[config.mk]
export PLATFORM = sky130hd
export DESIGN_NAME = uart_tx_controller
export DESIGN_NICKNAME = d
export VERILOG_FILES = /design/src/rtl/uart_pkg.sv /design/src/rtl/uart_bit_timer.sv /design/src/rtl/uart_tx_controller.sv
export SDC_FILE = /design/constraint.sdc
export NUM_CORES = 1
export LEC_CHECK = 0
export CORE_ASPECT_RATIO = 1.4
export CORE_MARGIN = 8
export CORE_UTILIZATION = 35
export DETAILED_ROUTE_END_ITERATION = 10
export SLEW_MARGIN = 20
export SYNTH_ARGS = -nofsm -noshare
export SYNTH_HDL_FRONTEND = slang
export SYNTH_SLANG_ARGS = --single-unit
[constraint.sdc]
create_clock -name clk -period 2.8 [get_ports clk]
set_clock_uncertainty 0.2 [all_clocks]
set_input_delay 0.28 -clock clk [delete_from_list [all_inputs] [get_ports clk]]
set_output_delay 0.28 -clock clk [all_outputs]
set_load 0.005 [all_outputs]
[src/rtl/uart_pkg.sv]
// uart_pkg: shared UART state encoding, data width, parity and frame-length helpers
package uart_pkg;
  typedef enum logic [2:0] {IDLE, START, DATA, PARITY, STOP} uart_state_e;
  localparam int DATA_BITS = 8;
  function automatic logic parity_bit(input logic [DATA_BITS-1:0] b, input logic odd);
    return (^b) ^ odd;
  endfunction
  function automatic int frame_bits(input int parity_en, input int stop_bits);
    return 1 + DATA_BITS + parity_en + stop_bits;
  endfunction
endpackage

[src/rtl/uart_bit_timer.sv]
// uart_bit_timer: bit-period counter (clk, reset_n, clear, en in; bit_tick out at count CLKS_PER_BIT-1)
module uart_bit_timer #(
  parameter int CLKS_PER_BIT = 16
) (
  input  logic clk,
  input  logic reset_n,
  input  logic clear,
  input  logic en,
  output logic bit_tick
);
  localparam int W = CLKS_PER_BIT > 1 ? $clog2(CLKS_PER_BIT) : 1;
  logic [W-1:0] count_q, count_d;
  assign bit_tick = en && count_q == W'(CLKS_PER_BIT - 1);
  always_comb count_d = (clear || bit_tick) ? '0 : en ? count_q + 1'b1 : count_q;
  always_ff @(posedge clk or negedge reset_n)
    if (!reset_n) count_q <= '0;
    else count_q <= count_d;
endmodule

[src/rtl/uart_tx_controller.sv]
// uart_tx_controller: UART transmitter (valid/ready byte in; registered serial, ready, active, done-pulse out)
module uart_tx_controller
  import uart_pkg::*;
#(
  parameter int CLKS_PER_BIT = 16,
  parameter int PARITY_EN    = 0,
  parameter int PARITY_ODD   = 0,
  parameter int STOP_BITS    = 1
) (
  input  logic                 clk,
  input  logic                 reset_n,
  input  logic                 i_Tx_Valid,
  input  logic [DATA_BITS-1:0] i_Tx_Byte,
  output logic                 o_Tx_Ready,
  output logic                 o_Tx_Serial,
  output logic                 o_Tx_Active,
  output logic                 o_Tx_Done
);
  if (CLKS_PER_BIT < 2 || !(STOP_BITS == 1 || STOP_BITS == 2)) begin : g_bad_params
    $error("uart_tx_controller: CLKS_PER_BIT must be >= 2 and STOP_BITS 1 or 2");
  end
  uart_state_e          state_q, state_d;
  logic [DATA_BITS-1:0] byte_q, byte_d;
  logic [2:0]           bit_idx_q, bit_idx_d;
  logic                 stop_q, stop_d;
  logic                 serial_q, serial_d;
  logic                 active_q, active_d;
  logic                 ready_q, ready_d;
  logic                 done_q, done_d;
  logic                 bit_tick, last_data, last_stop;
  uart_bit_timer #(.CLKS_PER_BIT(CLKS_PER_BIT)) u_timer (
    .clk      (clk),
    .reset_n  (reset_n),
    .clear    (state_q == IDLE),
    .en       (state_q != IDLE),
    .bit_tick (bit_tick)
  );
  assign last_data = bit_idx_q == 3'd7;
  assign last_stop = stop_q == 1'(STOP_BITS - 1);
  always_comb begin
    state_d   = state_q;
    byte_d    = byte_q;
    bit_idx_d = bit_idx_q;
    stop_d    = stop_q;
    serial_d  = serial_q;
    active_d  = active_q;
    ready_d   = ready_q;
    done_d    = 1'b0;
    case (state_q)
      IDLE: if (i_Tx_Valid) begin
        state_d  = START;
        byte_d   = i_Tx_Byte;
        serial_d = 1'b0;
        active_d = 1'b1;
        ready_d  = 1'b0;
      end
      START: if (bit_tick) begin
        state_d  = DATA;
        serial_d = byte_q[0];
      end
      DATA: if (bit_tick) begin
        bit_idx_d = bit_idx_q + 3'd1;
        state_d   = !last_data ? DATA : (PARITY_EN != 0) ? PARITY : STOP;
        serial_d  = !last_data ? byte_q[bit_idx_q + 3'd1]
                  : (PARITY_EN != 0) ? parity_bit(byte_q, PARITY_ODD != 0) : 1'b1;
      end
      PARITY: if (bit_tick) begin
        state_d  = STOP;
        serial_d = 1'b1;
      end
      STOP: if (bit_tick) begin
        stop_d   = !last_stop;
        state_d  = last_stop ? IDLE : STOP;
        done_d   = last_stop;
        active_d = !last_stop;
        ready_d  = last_stop;
      end
      default: state_d = IDLE;
    endcase
  end
  always_ff @(posedge clk or negedge reset_n)
    if (!reset_n) begin
      state_q   <= IDLE;
      byte_q    <= '0;
      bit_idx_q <= '0;
      stop_q    <= 1'b0;
      serial_q  <= 1'b1;
      active_q  <= 1'b0;
      ready_q   <= 1'b1;
      done_q    <= 1'b0;
    end else begin
      state_q   <= state_d;
      byte_q    <= byte_d;
      bit_idx_q <= bit_idx_d;
      stop_q    <= stop_d;
      serial_q  <= serial_d;
      active_q  <= active_d;
      ready_q   <= ready_d;
      done_q    <= done_d;
    end
  assign o_Tx_Ready  = ready_q;
  assign o_Tx_Serial = serial_q;
  assign o_Tx_Active = active_q;
  assign o_Tx_Done   = done_q;
endmodule
# After elaboration in Yosys (flattened, before gate mapping)
# Index checks and enable logic that the tools add are counted.
dict set report classes {
  mux 23
  n_eq_ne 11
  n_addsub 2
  magnitude_cmp 1
  reduce_logical 12
}
# operator count
set op_table {}
lappend op_table {{$mux 3} 6}
lappend op_table {{$pmux 3 s5} 1}
lappend op_table {{$mux 1} 10}
lappend op_table {{$reduce_and 5->1} 2}
lappend op_table {{$mux 4} 2}
lappend op_table {{$ne 2x1->1 const B} 4}
lappend op_table {{$eq 3x2->1 const B} 2}
lappend op_table {{$eq 3x3->1 const B} 2}
lappend op_table {{$add 4x1->4 const B} 1}
lappend op_table {{$eq 4x4->1 const B} 1}
lappend op_table {{$lt 3x4->1 const B} 1}
lappend op_table {{$pmux 1 s2} 2}
lappend op_table {{$pmux 1 s4} 1}
lappend op_table {{$reduce_and 2->1} 2}
lappend op_table {{$reduce_bool 2->1} 2}
lappend op_table {{$reduce_bool 4->1} 1}
lappend op_table {{$add 3x1->3 const B} 1}
lappend op_table {{$bmux 1 s3} 1}
lappend op_table {{$eq 3x1->1 const B} 1}
lappend op_table {{$logic_not 3->1} 1}
lappend op_table {{$reduce_and 3->1} 1}
lappend op_table {{$reduce_bool 3->1} 1}
lappend op_table {{$ne 2x2->1 const B} 1}
lappend op_table {{$logic_and 1x1->1} 1}
lappend op_table {{$logic_or 1x1->1} 1}
dict set report totals {
  register_bits 22
  elab_cells 57
  input_bits 11
  out_inout_bits 4
}

# Depth between registers and ports, before layout
# Gate-level depths: netlist of the first run.
dict set report logic_depth {
  ltp_word 6
  depth_mapped 6
  mapped_depth_nobuf 5
}

# By module
# From an unflattened synthesis of the first run, not the netlist that was laid out.
dict set report unflattened {
  hier_cells 90
  area_unflattened_um2 1113.6
}
# module area_each_um2 cells_per_inst seq_area_each_um2 n_inst
set modules_own_cells {}
lappend modules_own_cells {uart_tx_controller 910.9 68 452.9 1}
lappend modules_own_cells {uart_bit_timer 202.7 22 100.1 1}

# Worst setup path after synthesis of the first run
# Ideal clock, no wire load.
dict set report synth_timing {
  path_type {reg2reg}
  from {register bit_idx_q[0]}
  to {register serial_q (netlist: o_Tx_Serial)}
  arrival_ns 1.505
  stages_incl_launch_ff 5
  required_ns 2.503
  setup_ns 0.097
  setup_slack_ns 0.998
  n_path_buf 0
  synth_period_minus_slack_ns 1.802
  cell_sequence {dfrtp_1 -> ha_1 -> mux4_2 -> and3b_1 -> o41ai_2}
}
dict set report synth_via {
  elab_chain_len 6
  elab_cells_between_ends 7
  cone_classes {add/sub: 1; eq/ne: 1; mux: 5}
}
# element line_no
set synth_lines {}
lappend synth_lines {{start: declaration} uart_tx_controller.sv:24} ;# logic [2:0] bit_idx_q, bit_idx_d;
lappend synth_lines {{start signal: assignment} uart_tx_controller.sv:94} ;# bit_idx_q <= bit_idx_d;
lappend synth_lines {{$add 3x1->3} uart_tx_controller.sv:64} ;# serial_d = !last_data ? byte_q[bit_idx_q + 3'd1]
lappend synth_lines {{$bmux 1 s3} uart_tx_controller.sv:64}
lappend synth_lines {{$mux 1 (implied by the code)} uart_tx_controller.sv:64}
lappend synth_lines {{$mux 1 *} uart_tx_controller.sv:64}
lappend synth_lines {{$mux 1 *} uart_tx_controller.sv:61} ;# DATA: if (bit_tick) begin
lappend synth_lines {{$pmux 1 s4 *} uart_tx_controller.sv:49} ;# case (state_q)
lappend synth_lines {{end signal: assignment} uart_tx_controller.sv:96} ;# serial_q <= serial_d;
lappend synth_lines {{end: declaration} uart_tx_controller.sv:26} ;# logic serial_q, serial_d;
# Every way passes the cells marked *; elsewhere a longest branch is shown, timed or not. The select of a mux whose other input is x is not followed.
# A chain may end at the register's enable or synchronous reset.

# Final worst setup path of the first run
# Ends and elaborated chain as after synthesis.

==> impl_metrics.json, run 1 <==
{
  "tns_ns": 0,
  "post_cts_buffers": 0,
  "overflow": 0,
  "grt_max_degree": 23,
  "num_rows": 23,
  "cts_tree": "done",
  "synthTopCellsByCount": "nand2_1 (27), dfrtp_1 (20), nor2_1 (7), mux2i_1 (4)",
  "yosysTopAreaCell": "dfrtp_1",
  "async_flop_share_pct": 100,
  "drive_gt1_share_pct": 11.0,
  "num_vias": 711,
  "cts_buffers": 3,
  "hold_viol_final": 0,
  "max_freq_mhz": 503,
  "drt-initial-drc-count": 10,
  "synth_seq_cells": 22,
  "fin_util_pct": 43.8,
  "coreArea_um2": 2790,
  "ios": 15,
  "placed_area_um2": 1170,
  "port_buffers": 14,
  "dieArea_um2": 4830,
  "n_antenna_cell": 0,
  "ys_warn_count": 0,
  "viasPerCell": 4.87,
  "routedWlPerCell_um": 12.7,
  "crit_path_max_fanout": 6,
  "rsz0062_at_grt": "false",
  "synth.distinct_cells": 29,
  "cap_violations": 0,
  "seq_area_um2": 553,
  "syn_area_um2": 995,
  "cp-start-kind": "flip-flop",
  "grt_pass1_vias": 789,
  "yosysMostFrequentCell": "nand2_1",
  "worstPathArrival_ns": 1.96,
  "dr.pass1.iters": 3,
  "critPathKind": "reg -> reg",
  "multi_input_area_um2": 417,
  "worstMarginPinSlew_ns": 0.432,
  "cts_root_buf": "clkbuf_8",
  "fillers": 273,
  "globalplace.congestion": 0.732,
  "syn_to_final_growth_pct": 22.9,
  "cts.repair.resized": 0,
  "dp_hpwl_um": 1440,
  "syn_inst": 93,
  "synth.net_count": 107,
  "hold_buffers": 0,
  "drv_slew": 0,
  "post-route-period-util_pct": 71.0,
  "final_nets": 124,
  "required_ns": 2.77,
  "min_period_ns": 1.99,
  "syn_avg_cell_area_um2": 10.7,
  "dieWidth_um": 61.1,
  "synthTopCellsByArea": "dfrtp_1 (50%), nand2_1 (10%), dfstp_2 (5.3%)",
  "timing.hold.ws_ns": 0.160,
  "cp-end-kind": "flip-flop",
  "final_antenna_net_count": 0,
  "die_h_um": 79.1,
  "relSlewSlack_pct": 70.9,
  "gr-usage-all-layers_pct": 9.11,
  "ys.flop_type": "dfrtp_1",
  "drcViolationCount": 0,
  "clock_sinks": 22,
  "worst_hold_path_type": "in -> async",
  "grt_antenna_before_repair": 0,
  "synth.top_cell.area_share_pct": 50.3,
  "htreeDepth": 1,
  "cellPowerDensity_nw_per_um2": 845,
  "clkTransAtPathRegs_ns": 0.08,
  "leakage_nw": 0.561,
  "grt_pass1_wl_um": 3390,
  "final_area_um2": 1220,
  "routed_wl_um": 1850,
  "cts.path.max_buffers": 2,
  "start_util_pct": 35.6,
  "synth_edf_count": 0,
  "setup_viol": 0,
  "clk_latency_ns": 0.26,
  "totalPowerFinal_mw": 1.03,
  "peakVddDrop_mv": 0.500,
  "ys_seq_area_share_pct": 55.6,
  "status": "finished clean"
}
worst paths after layout:
check / startpoint / endpoint / slack [ns] / depth (start not counted)
worst max-delay path: bit_idx_q[0]$_DFFE_PN0P_ / o_Tx_Serial$_DFFE_PN1P_ / 0.81 / 4
worst min-delay path: reset_n / byte_q[6]$_DFFE_PN0P_ / 0.16 / 2
worst max register to register: bit_idx_q[0]$_DFFE_PN0P_ / o_Tx_Serial$_DFFE_PN1P_ / 0.81 / 4
worst min register to register: u_timer.count_q[0]$_DFFE_PN0P_ / u_timer.count_q[0]$_DFFE_PN0P_ / 0.27 / 1
max in group asynchronous: reset_n / o_Tx_Ready$_DFFE_PN1P_ / 1.96 / 2
min in group clk: u_timer.count_q[0]$_DFFE_PN0P_ / u_timer.count_q[0]$_DFFE_PN0P_ / 0.27 / 1
through the flow:
stage	worst slack [ns]	instances
finish	0.812	146
global route	0.693	146
CTS	0.794	146
detailed placement	0.812	142
global placement	0.853	142
floorplan	0.998	93
report_power, final:
part           internal (mW)  total, mW  switching (mW)
Sequential             0.427      0.518          0.0905
Combinational          0.153      0.293           0.140
Clock                  0.125      0.223          0.0976
per-layer routing:
layer	part of all wire (%)	up-vias	track usage (%)
met5	0	-	0
met4	1.4	0	4.22
met3	4.0	4	2.75
met2	53	12	15.7
met1	42	348	9.67
li1	-	347	-
critical path, stage by stage (launching register included):
cell and delay, ns:
dfrtp_1 0.48, ha_1 0.36, mux4_2 0.49, and3b_1 0.18
o41ai_2 0.19
final cells by class:
type                       count  share of cell area, %
clock buffer                   4                   4.50
inverter                       1                  0.307
multi-input combinational     67                   34.1
sequential                    22                   45.2
tap                           37                   3.79
timing repair buffer          15                   12.1
state kept, by name, summed over array words and instances, names as in the netlist:
register	flops
o_Tx_Active	1
o_Tx_Ready	1
o_Tx_Serial	1
u_timer.count_q	4
byte_q	8
state_q	3
bit_idx_q	3
o_Tx_Done	1
cells in the final DEF, fill, tap and decap left out, types with 2 or more instances in the layout:
master            n
dfrtp_1          20
mux2i_1           4
dfstp_2           2
nand3_1           2
xor2_1            2
ha_1              3
nand2_1          27
nor2_1            7
clkbuf_8          4
mux2_2            2
nor3_1            3
a21oi_1           2
clkdlybuf4s50_1  14
nor3b_1           2
logic make-up (layout without fill, tap and decap cells):
logic type               Yosys count  after routing  synth area share [%]
adder cells (fa/ha/maj)            3              3                  3.77
XOR/XNOR                           3              3                  2.64
AND/OR/NAND/NOR                   45             45                  20.0
buffers and inverters              4             20                  2.51
AO/OA/AOI/OAI                      9              9                  6.92
multiplexers                       7              7                  8.55
flip-flops                        22             22                  55.6
No activity file was read; power rests on OpenSTA's default activity.
==> inputs of run 2 (changes only) <==
- clock period: 2.8 -> 1.6 ns (I/O delays scaled with it)
==> impl_metrics.json, run 2 (synthesis results as in run 1) <==
{
  "dieWidth_um": 61.1,
  "leakage_nw": 0.642,
  "overflow": 0,
  "relSlewSlack_pct": 74.6,
  "grt_pass1_wl_um": 3950,
  "grt_pass1_vias": 874,
  "setup_viol": 1,
  "start_util_pct": 35.6,
  "crit_path_max_fanout": 2,
  "cts_tree": "done",
  "cts_root_buf": "clkbuf_8",
  "drt-initial-drc-count": 10,
  "max_stage_delay_ns": 0.48,
  "routed_wl_um": 2130,
  "gr-usage-all-layers_pct": 10.9,
  "num_vias": 763,
  "clk_latency_ns": 0.26,
  "die_h_um": 79.1,
  "final_common_cell": "nand2_1",
  "dr.pass1.iters": 4,
  "ios": 15,
  "post-route-period-util_pct": 116,
  "num_rows": 23,
  "final_nets": 137,
  "largest_register_ffs": 8,
  "fillers": 273,
  "clkTransAtPathRegs_ns": 0.08,
  "n_antenna_cell": 0,
  "status": "finished, violations left",
  "clock_sinks": 22,
  "mostFrequentLayoutCells": "nand2_1 (27), dfrtp_1 (20), buf_4 (14)",
  "globalplace.congestion": 0.815,
  "syn_to_final_growth_pct": 39.1,
  "reg_top3": "byte_q: 8 flops, u_timer.count_q: 4 flops",
  "required_ns": 1.57,
  "cp-start-kind": "flip-flop",
  "rsz0062_at_grt": "true",
  "placed_area_um2": 1270,
  "dp_hpwl_um": 1660,
  "cts_buffers": 3,
  "failed_checks": "setup timing",
  "crit_family": "multiplexers",
  "place_ws_ns": -0.259,
  "fin_ws_ns": -0.264,
  "drive_gt1_share_pct": 25.4,
  "peakVddDrop_mv": 0.631,
  "max_flop_register": "byte_q",
  "cap_violations": 0,
  "dieArea_um2": 4830,
  "port_buffers": 14,
  "worst_hold_path_type": "in -> async",
  "critPathKind": "reg -> reg",
  "cp-end-kind": "flip-flop",
  "grt_antenna_before_repair": 0,
  "worstMarginPinSlew_ns": 0.376,
  "final_area_um2": 1380,
  "hold_viol_final": 0,
  "hold_buffers": 0,
  "cellPowerDensity_nw_per_um2": 1450,
  "min_period_ns": 1.86,
  "htreeDepth": 1,
  "max_freq_mhz": 537,
  "viasPerCell": 4.80,
  "cts.path.max_buffers": 2,
  "critPathSlowestCell": "mux4_2",
  "drv_slew": 0,
  "grt_max_degree": 23,
  "drcViolationCount": 0,
  "crit_chain": "ha_4 > mux4_2 > and3b_1 > o41ai_2",
  "worstPathArrival_ns": 1.83,
  "routedWlPerCell_um": 13.4,
  "crit_buf_inv": 0,
  "coreArea_um2": 2790,
  "final_antenna_net_count": 0
}
-- run 2: path summary, 6_finish.rpt --
check                      slack (ns)  cells after the start                     start                       to
max                             -0.26                      4  bit_idx_q[1]$_DFFE_PN0P_  o_Tx_Serial$_DFFE_PN1P_
min                              0.04                      2                   reset_n    byte_q[5]$_DFFE_PN0P_
max reg2reg                     -0.26                      4  bit_idx_q[1]$_DFFE_PN0P_  o_Tx_Serial$_DFFE_PN1P_
min reg2reg                      0.28                      2     byte_q[5]$_DFFE_PN0P_    byte_q[5]$_DFFE_PN0P_
max in group asynchronous        0.89                      2                   reset_n   o_Tx_Ready$_DFFE_PN1P_
min in group clk                 0.22                      3              i_Tx_Byte[5]    byte_q[5]$_DFFE_PN0P_
-- run 2: layout make-up --
type | count | area [um^2] | share of cell area (%)
repair buffers | 28 | 243 | 17.5
flip-flops and latches | 22 | 553 | 40.0
well taps | 37 | 46.3 | 3.35
multi-input cells | 67 | 483 | 34.9
clock buffers | 4 | 55.1 | 3.98
inverters | 1 | 3.75 | 0.271
-- run 2: power by group --
part | internal [mW] | switching (mW)
clock | 0.219 | 0.176
combinational | 0.386 | 0.313
sequential | 0.748 | 0.165
total | 1.35 | 0.654
-- run 2: worst reg2reg max path, cell delays in order (launching register included) --
cell and delay, ns:
dfrtp_1 0.41, ha_4 0.28, mux4_2 0.48, and3b_1 0.19
o41ai_2 0.20
-- run 2: repair_timing --
item,in CTS,in global routing
endpoints found under the setup margin,5,13
buffers inserted,1,1
pin swaps,1,2
resized for setup,7,2
gates cloned,0,0
-- run 2: layer usage --
layer	global-route usage (%)	wire (um)	up-vias
li1	-	-	373
met1	11.5	822	373
met2	18.4	1180	13
met3	2.42	74	4
met4	7.03	51	0
met5	0	0	-
-- run 2: per-stage QoR --
stage | std cells | setup TNS (ns) | power, mW | hold slack [ns] | util [%]
floorplan | 93 | -0.186 | 1.29 | -0.336 | -
global placement | 153 | -0.228 | 1.53 | 0.262 | 45.6
detailed placement | 153 | -0.357 | 1.57 | 0.267 | 45.6
CTS | 158 | -0.278 | 2.05 | 0.0355 | 49.1
global route | 159 | -0.349 | 2.17 | 0.0616 | 49.6
finish | 159 | -0.264 | 2.01 | 0.0371 | 49.6
